## config.mk

```make
export PLATFORM = sky130hd
export DESIGN_NAME = fir_sample_feeder
export DESIGN_NICKNAME = d
export VERILOG_FILES = /design/src/rtl/fir_sample_feeder.sv
export SDC_FILE = /design/constraint.sdc
export NUM_CORES = 1
export LEC_CHECK = 0
export ABC_AREA = 1
export CAP_MARGIN = 20
export CORE_MARGIN = 5
export CORE_UTILIZATION = 30
export CTS_BUF_LIST = sky130_fd_sc_hd__clkbuf_4 sky130_fd_sc_hd__clkbuf_8
export DETAILED_ROUTE_END_ITERATION = 8
export SYNTH_ARGS = -nofsm -noshare
export SYNTH_HDL_FRONTEND = slang
export SYNTH_SLANG_ARGS = --single-unit
```

## constraint.sdc

```tcl
create_clock -name clk -period 9.4 [get_ports clk]
set_clock_uncertainty 0.05 [all_clocks]
set_input_delay 1.88 -clock clk [delete_from_list [all_inputs] [get_ports clk]]
set_output_delay 1.88 -clock clk [all_outputs]
set_load 0.1 [all_outputs]
```

## src/rtl/fir_sample_feeder.sv

```systemverilog
// fir_sample_feeder
//   Transmit-side companion to the FIR filter. Buffers signed samples from an
//   upstream valid/ready source in a small FIFO and replays them on the
//   filter's data/data_ready interface at a programmable frame cadence.
//   A frame is SETUP (1 cycle, data stable, strobe low), STROBE (HIGH_CYCLES
//   cycles, strobe high) and GAP (the remainder of the frame, strobe low).
//
// Ports
//   clk          : rising-edge clock
//   rst          : synchronous reset, active-high
//   in_data      : upstream sample (signed)
//   in_valid     : upstream sample valid
//   in_ready     : FIFO can accept a sample
//   enable       : permit launching frames
//   period       : cycles from one frame start to the next
//   clr_underrun : clears the sticky underrun flag
//   data         : sample toward the filter (signed), changes only on a pop
//   data_ready   : sample strobe; the filter captures on its rising edge
//   level        : FIFO occupancy
//   underrun     : sticky, set when a frame ended with the FIFO empty
module fir_sample_feeder #(
   parameter int DATA_SIZE   = 9,
   parameter int FIFO_DEPTH  = 8,
   parameter int HIGH_CYCLES = 1
) (
   input  logic                          clk,
   input  logic                          rst,
   input  logic signed [DATA_SIZE-1:0]   in_data,
   input  logic                          in_valid,
   output logic                          in_ready,
   input  logic                          enable,
   input  logic [7:0]                    period,
   input  logic                          clr_underrun,
   output logic signed [DATA_SIZE-1:0]   data,
   output logic                          data_ready,
   output logic [$clog2(FIFO_DEPTH):0]   level,
   output logic                          underrun
);

   localparam int AW = $clog2(FIFO_DEPTH);
   // Frame counters are wide enough for any 8-bit period and any practical
   // HIGH_CYCLES value.
   localparam int CW = 16;
   localparam logic [CW-1:0] HIGH_C  = CW'(HIGH_CYCLES);
   localparam logic [AW:0]   DEPTH_C = (AW+1)'(FIFO_DEPTH);

   typedef enum logic [1:0] {
      IDLE,
      SETUP,
      STROBE,
      GAP
   } state_t;

   // Length of the low tail of a frame: max(period, HIGH_CYCLES+1) minus the
   // SETUP cycle and the strobe itself. Zero means the frame ends straight
   // after the strobe.
   function automatic logic [CW-1:0] gap_len(input logic [7:0] per);
      logic [CW-1:0] per_w;
      logic [CW-1:0] p_eff;
      per_w = {{(CW-8){1'b0}}, per};
      p_eff = (per_w > HIGH_C + 1'b1) ? per_w : HIGH_C + 1'b1;
      return p_eff - HIGH_C - 1'b1;
   endfunction

   logic signed [DATA_SIZE-1:0] mem [FIFO_DEPTH];
   logic [AW-1:0]               wr_ptr;
   logic [AW-1:0]               rd_ptr;
   logic                        push;
   logic                        pop;

   state_t        state;
   state_t        state_d;
   logic [CW-1:0] cnt;
   logic [CW-1:0] cnt_d;
   logic [CW-1:0] gap_q;
   logic [CW-1:0] gap_d;
   logic          frame_end;
   logic          set_unr;

   // ---- FIFO: push side and occupancy ----
   assign in_ready = !rst && (level != DEPTH_C);
   assign push     = in_valid && in_ready;

   always_ff @(posedge clk) begin
      if (push)
         mem[wr_ptr] <= in_data;
   end

   // Pointers are AW bits wide, so wrap modulo FIFO_DEPTH is implicit.
   always_ff @(posedge clk) begin
      if (rst) begin
         wr_ptr <= '0;
         rd_ptr <= '0;
         level  <= '0;
      end else begin
         if (push)
            wr_ptr <= wr_ptr + 1'b1;
         if (pop)
            rd_ptr <= rd_ptr + 1'b1;
         case ({push, pop})
            2'b10:   level <= level + 1'b1;
            2'b01:   level <= level - 1'b1;
            default: level <= level;
         endcase
      end
   end

   // ---- Frame sequencer ----
   always_ff @(posedge clk) begin
      if (rst) begin
         state <= IDLE;
         cnt   <= '0;
         gap_q <= '0;
      end else begin
         state <= state_d;
         cnt   <= cnt_d;
         gap_q <= gap_d;
      end
   end

   always_comb begin
      state_d   = state;
      cnt_d     = cnt + 1'b1;
      gap_d     = gap_q;
      pop       = 1'b0;
      set_unr   = 1'b0;
      frame_end = 1'b0;

      case (state)
         IDLE: begin
            cnt_d = '0;
            if (enable && (level != '0)) begin
               pop     = 1'b1;
               gap_d   = gap_len(period);
               state_d = SETUP;
            end
         end
         SETUP: begin
            cnt_d   = '0;
            state_d = STROBE;
         end
         STROBE: begin
            if (cnt == HIGH_C - 1'b1) begin
               cnt_d = '0;
               if (gap_q != '0)
                  state_d = GAP;
               else
                  frame_end = 1'b1;
            end
         end
         GAP: begin
            if (cnt == gap_q - 1'b1)
               frame_end = 1'b1;
         end
         default: state_d = IDLE;
      endcase

      // Back-to-back launch keeps the cadence exact: the next SETUP begins
      // one frame length after the previous one.
      if (frame_end) begin
         cnt_d = '0;
         if (enable && (level != '0)) begin
            pop     = 1'b1;
            gap_d   = gap_len(period);
            state_d = SETUP;
         end else begin
            state_d = IDLE;
            set_unr = enable;
         end
      end
   end

   assign data_ready = (state == STROBE);

   // ---- Output sample register: loads only on a pop ----
   always_ff @(posedge clk) begin
      if (rst)
         data <= '0;
      else if (pop)
         data <= mem[rd_ptr];
   end

   // Set has priority over clear.
   always_ff @(posedge clk) begin
      if (rst)
         underrun <= 1'b0;
      else if (set_unr)
         underrun <= 1'b1;
      else if (clr_underrun)
         underrun <= 1'b0;
   end

endmodule

```

Word-level counts from Yosys, hierarchy flattened
Memory sizes are Yosys's and may differ from the RTL's. A register that Yosys moved wholly into a read port is not among the register bits.
Cells that the tools add are included.
{ "totals": {"in_bits": 22, "output_inout_bits": 16, "mem_count": 1, "register_bits": 45, "mem_bits_rw": 72, "word_cells": 69} }
{ "mem_list": {"columns": ["memory", "depth", "width", "read_ports", "rd_ports_with_merged_regs", "wr", "line_no", "text"], "rows": [
  ["mem", 8, 9, 1, 1, 1, "65", "logic signed [DATA_SIZE-1:0] mem [FIFO_DEPTH];"]
]} }
{ "op_classes": {"n_eq_ne": 10, "n_reduce_logical": 14, "n_lt_le_gt_ge": 1, "add_sub_neg": 8, "mux": 28} }
{ "ops": {"columns": ["operator", "count"], "rows": [
  ["two-way mux 16 bit", 5],
  ["case mux 16 bit (2 select lines)", 1],
  ["adder 16 x 1 -> 16 bit, second input constant", 1],
  ["== test 16 bit", 1],
  ["logical NOT 16 bit", 1],
  ["nonzero test 16 bit", 1],
  ["subtractor 16 x 1 -> 16 bit, second input constant", 1],
  ["two-way mux 1 bit", 14],
  ["subtractor 9 x 2 -> 10 bit, second input constant", 1],
  ["subtractor 8 x 1 -> 9 bit, second input constant", 1],
  ["greater-than comparator 8 x 2 -> 1 bit, second input constant", 1],
  ["two-way mux 2 bit", 4],
  ["two-way mux 8 bit", 1],
  ["case mux 4 bit (2 select lines)", 1],
  ["nonzero test 4 bit", 2],
  ["adder 3 x 1 -> 3 bit, second input constant", 2],
  ["== test 2 bit, second input constant", 3],
  ["inequality test 3 x 1 -> 1 bit, second input constant", 2],
  ["case mux 2 bit (3 select lines)", 1],
  ["adder 4 x 1 -> 4 bit, second input constant", 1],
  ["== test 2 x 1 -> 1 bit, second input constant", 2],
  ["inequality test 4 bit, second input constant", 1],
  ["AND reduction 4 bit", 1],
  ["nonzero test 2 bit", 2],
  ["7 further kinds", 10]
]} }

Longest topological paths before layout
{ "logic_depth": {"word_depth": 8, "depth_mapped": 23, "mapped_depth_nobuf": 22} }

Worst setup path after synthesis
No wires, ideal clock.
{ "synth_path": {"path_type": "input to output", "startpoint": "input port rst", "endpoint": "output port in_ready", "stages": 1, "t_arrival_ns": 3.442, "t_required_ns": 7.470, "slack_ns": 4.028, "path_buffers": 0, "path_cell_list": "a31oi_1"} }
{ "synth_via": {"elab_chain_len": 2} }
{ "synth_lines": {"columns": ["element", "line_no", "text"], "rows": [
  ["from (decl)", "27", "input logic rst,"],
  ["logical NOT 1 bit", "81", "assign in_ready = !rst && (level != DEPTH_C);"],
  ["logical AND 1 bit", "81", null],
  ["to (decl)", "30", "output logic in_ready,"]
]} }
No other way between the ends.

Final worst setup path
Ends and elaborated chain as after synthesis.

==> qor.txt <==
setup slack after placement: 3430 ps
number of placed instances, taps included: 1074
hold-fix buffers at CTS: 0
worst-case headroom to the max-slew limit: 27.9%
cell type contributing the most total cell area after synthesis: edfxtp_1
initial antenna violation count: 0
number of hold violations in the final report: 0
Port Buffers: 37
largest incremental delay on the critical path: 1170 ps
number of remaining DRC errors: 0
total CTS buffers: 17
vias: 5022
count of maximum capacitance violations: 0
simple-gate area share of the yosys netlist: 26.7%
sw frac: 44.8%
Final period util: 63.1%
number of buffers inserted by post-CTS setup repair: 0
number of endpoints failing setup at the final stage: 0
least setup slack across all paths after layout: 3470 ps
proportion of power drawn by the clock network: 20.9%
worst-path cell with the longest stage delay: clkdlybuf4s50_1
synthesized flop and latch total: 126
Clk Tree Root Cell: clkbuf_8
die extent in x: 157 um
cell area after technology mapping: 0.00645 mm2
dominant combinational cell family by area after synthesis: simple AND/OR/NAND/NOR gates
GPL Wtd Cong: 0.822
count of cells resized by post-cts repair: 0
P_sw: 0.958 mW
Synth async-reset ratio: 0%
clock-pin slew on the worst setup and hold paths: 80 ps
setup_tns: 0 ps
Row Count: 53
layout cells sized above 1: 7.09%
Leak Pwr: 2.91 nW
sort of element at the end of the critical path: primary output
number of synthesized flops with an enable pin: 72
post-synthesis net count: 821
post-synth top area share: 33.5%
maximum number of buffers from clock root to sink: 2
clk sinks: 126
part of the Yosys area used for sequential elements: 50.2%
Global Route Usage Sum: 12.2%
DP HPWL: 9.76 mm
part of the power in registers: 33.0%
Met2 Wirelength: 7.17 mm
length of the first detailed-routing pass in iterations: 4
Initial Utilization: 30.6%
number of warnings reported in the yosys synthesis log: 0
crit path DAT: 4000 ps
cells after synthesis: 783
post-layout minimum cycle time: 5930 ps
largest driver fanout on the critical path: 12
CTS tree: done
number of pins with negative max-slew slack in the final report: 0
clock latency of the later-clocked register in the worst-skew pair: 440 ps
# H-tree levels: 4
Via-to-Cell Ratio: 4.54
final routed wirelength across all metal layers: 14.3 mm
post-synthesis share of cell area spent on xor and xnor gates: 4.15%
total congestion overflow after global routing: 0
I/O pin cnt: 38
WL met3: 423 um
dominant cells by area after synthesis: edfxtp_1 33%, dfxtp_1 17%, nand2_1 9.4%, nor2_1 8.3%, o21ai_0 4.8%
slew at the pin closest to its max-slew limit: 1080 ps
hold slack final: 417 ps
Most used DFF post-synth: edfxtp_1
complex-gate fraction of the synthesized area: 9.38%
Met1 Wirelength: 6.54 mm
die area: 0.0246 mm2
maximum achievable frequency: 169 MHz
count of antenna diodes in the layout: 0
kind of critical path: in -> out
Post-Route Utilization: 35.4%
top routing layer in use: met4
number of different library cells in the post-synthesis netlist: 41
number of design-rule violations left by the first detailed-router iteration: 284
power density over cell area: 286 mW/mm2
unrepaired setup endpoints after global routing: no
type of the tightest min-delay check: reg -> reg
Critical Path Most Common Cell: clkdlybuf4s50_1
Die Ht: 157 um
worst path required time: 7470 ps
status: finished clean
number of routed nets with antenna violations: 0
mean routed wirelength per cell: 12.9 um
CP cell instances: clkdlybuf4s50_1 > a31oi_1 > clkdlybuf4s50_1
share of synthesized cell area in full adder, half adder and majority cells: 3.10%
cell-internal power: 1.18 mW
net count reported at finish: 857
non-filler cells, final: 1107
critical path startpoint category: primary input
wire length of the first global-routing pass: 23.7 mm
synthesized area per cell: 8.24 um2
worst vdd ir: 0.000211 V
portion of total power attributed to combinational logic: 46.1%
core box area: 0.0211 mm2
vias in the first global route: 4806
multiplexer fraction of the synthesized cell area: 0%
Layout Area Growth over Synthesis: 15.7%
pin count of the biggest net entering global routing: 39
cells in the final DEF (no fill, tap or decap), types with 2 or more instances in the layout:
master           netlist  routed
o22ai_1                9       9
inv_2                  2       2
nor2_1               143     143
nand3_1               44      44
xor2_1                18      18
nand3_2                2       2
ha_1                  16      16
nand2_1              162     162
inv_6                  0       2
nor2_2                 6       6
nor3_1                10      10
nor4_1                 5       5
buf_4                  1       2
edfxtp_1              72      72
clkinvlp_4             0       3
xnor2_1               10      10
clkinv_4               0       4
nand2_2                4       4
a21oi_1               25      25
nand2_4                4       4
nand4_1                9       9
nand3b_1               3       3
inv_1                 78      78
o21ai_0               62      62
clkdlybuf4s50_1        0      37
clkbuf_8               0      18
o221ai_1               8       8
clkbuf_4               0       3
dfxtp_1               54      54
final cells by class:
type | instances | area (um2)
fillers | 2167 | 13600
flip-flops and latches | 126 | 3240
multi-input cells | 553 | 2790
repair buffers | 40 | 405
well taps | 275 | 344
inverters | 81 | 304
clock buffers | 21 | 270
clock inverters | 11 | 110
synth_stat cells (8+ instances only):
| cell | count |
|---|---|
| clkbuf_1 | 16 |
| o22ai_1 | 9 |
| xnor2_1 | 10 |
| edfxtp_1 | 72 |
| o21ai_0 | 62 |
| nor3_1 | 10 |
| xor2_1 | 18 |
| nand2_1 | 162 |
| nand4_1 | 9 |
| ha_1 | 16 |
| nand3_1 | 44 |
| a21oi_1 | 25 |
| o221ai_1 | 8 |
| nor2_1 | 143 |
| inv_1 | 78 |
| dfxtp_1 | 54 |
power by group through the flow:
| stage | combinational (mW) | clock (mW) | sequential [mW] |
|---|---|---|---|
| CTS | 0.984 | 0.456 | 0.708 |
| detailed placement | 0.981 | 0 | 0.720 |
| global placement | 0.971 | 0 | 0.719 |
| finish | 0.984 | 0.447 | 0.706 |
| global route | 1.11 | 0.485 | 0.717 |
| floorplan | 0.635 | 0 | 0.861 |
cell families after synthesis:
kind of cell / Yosys count
and+or+nand+nor: 399
DFF: 126
AOI/OAI and AO/OA: 109
buffers and inverters: 104
xor gates and xnor gates: 29
adders and majority gates: 16
flip-flops by register name, indices dropped and copies added, names as in the netlist:
register,flops
mem,72
rd_ptr,3
wr_ptr,3
state,2
gap_q,16
level,4
underrun,1
data,9
cnt,16
path summary, 6_finish.rpt:
kind | from | to | slack (ps) | cells after the start
setup / recovery | rst | in_ready | 3470 | 3
hold reg to reg | underrun$_SDFFE_PP0P_ | underrun$_SDFFE_PP0P_ | 420 | 2
setup reg to reg | gap_q[0]$_SDFF_PP0_ | level[2]$_SDFFE_PP0P_ | 5850 | 20
hold / removal | underrun$_SDFFE_PP0P_ | underrun$_SDFFE_PP0P_ | 420 | 2
critical path: cells and delay by family:
family	cells	cell delay [ps]
buf+inv	2	1820
compound gates	1	300
through the flow:
step,power (mW),cell area [um2]
6_report,2.14,7470
5_1_grt,2.31,7470
4_1_cts,2.15,7450
3_5_place_dp,1.70,7070
3_3_place_gp,1.69,7070
2_1_floorplan,1.50,6450
metal layers:
layer	global-route usage (%)	up-vias
met1	14.8	2301
met5	0	-
met2	21.6	47
met4	2.60	0
li1	-	2662
met3	3.35	12
(Power assumes the default switching activity.)
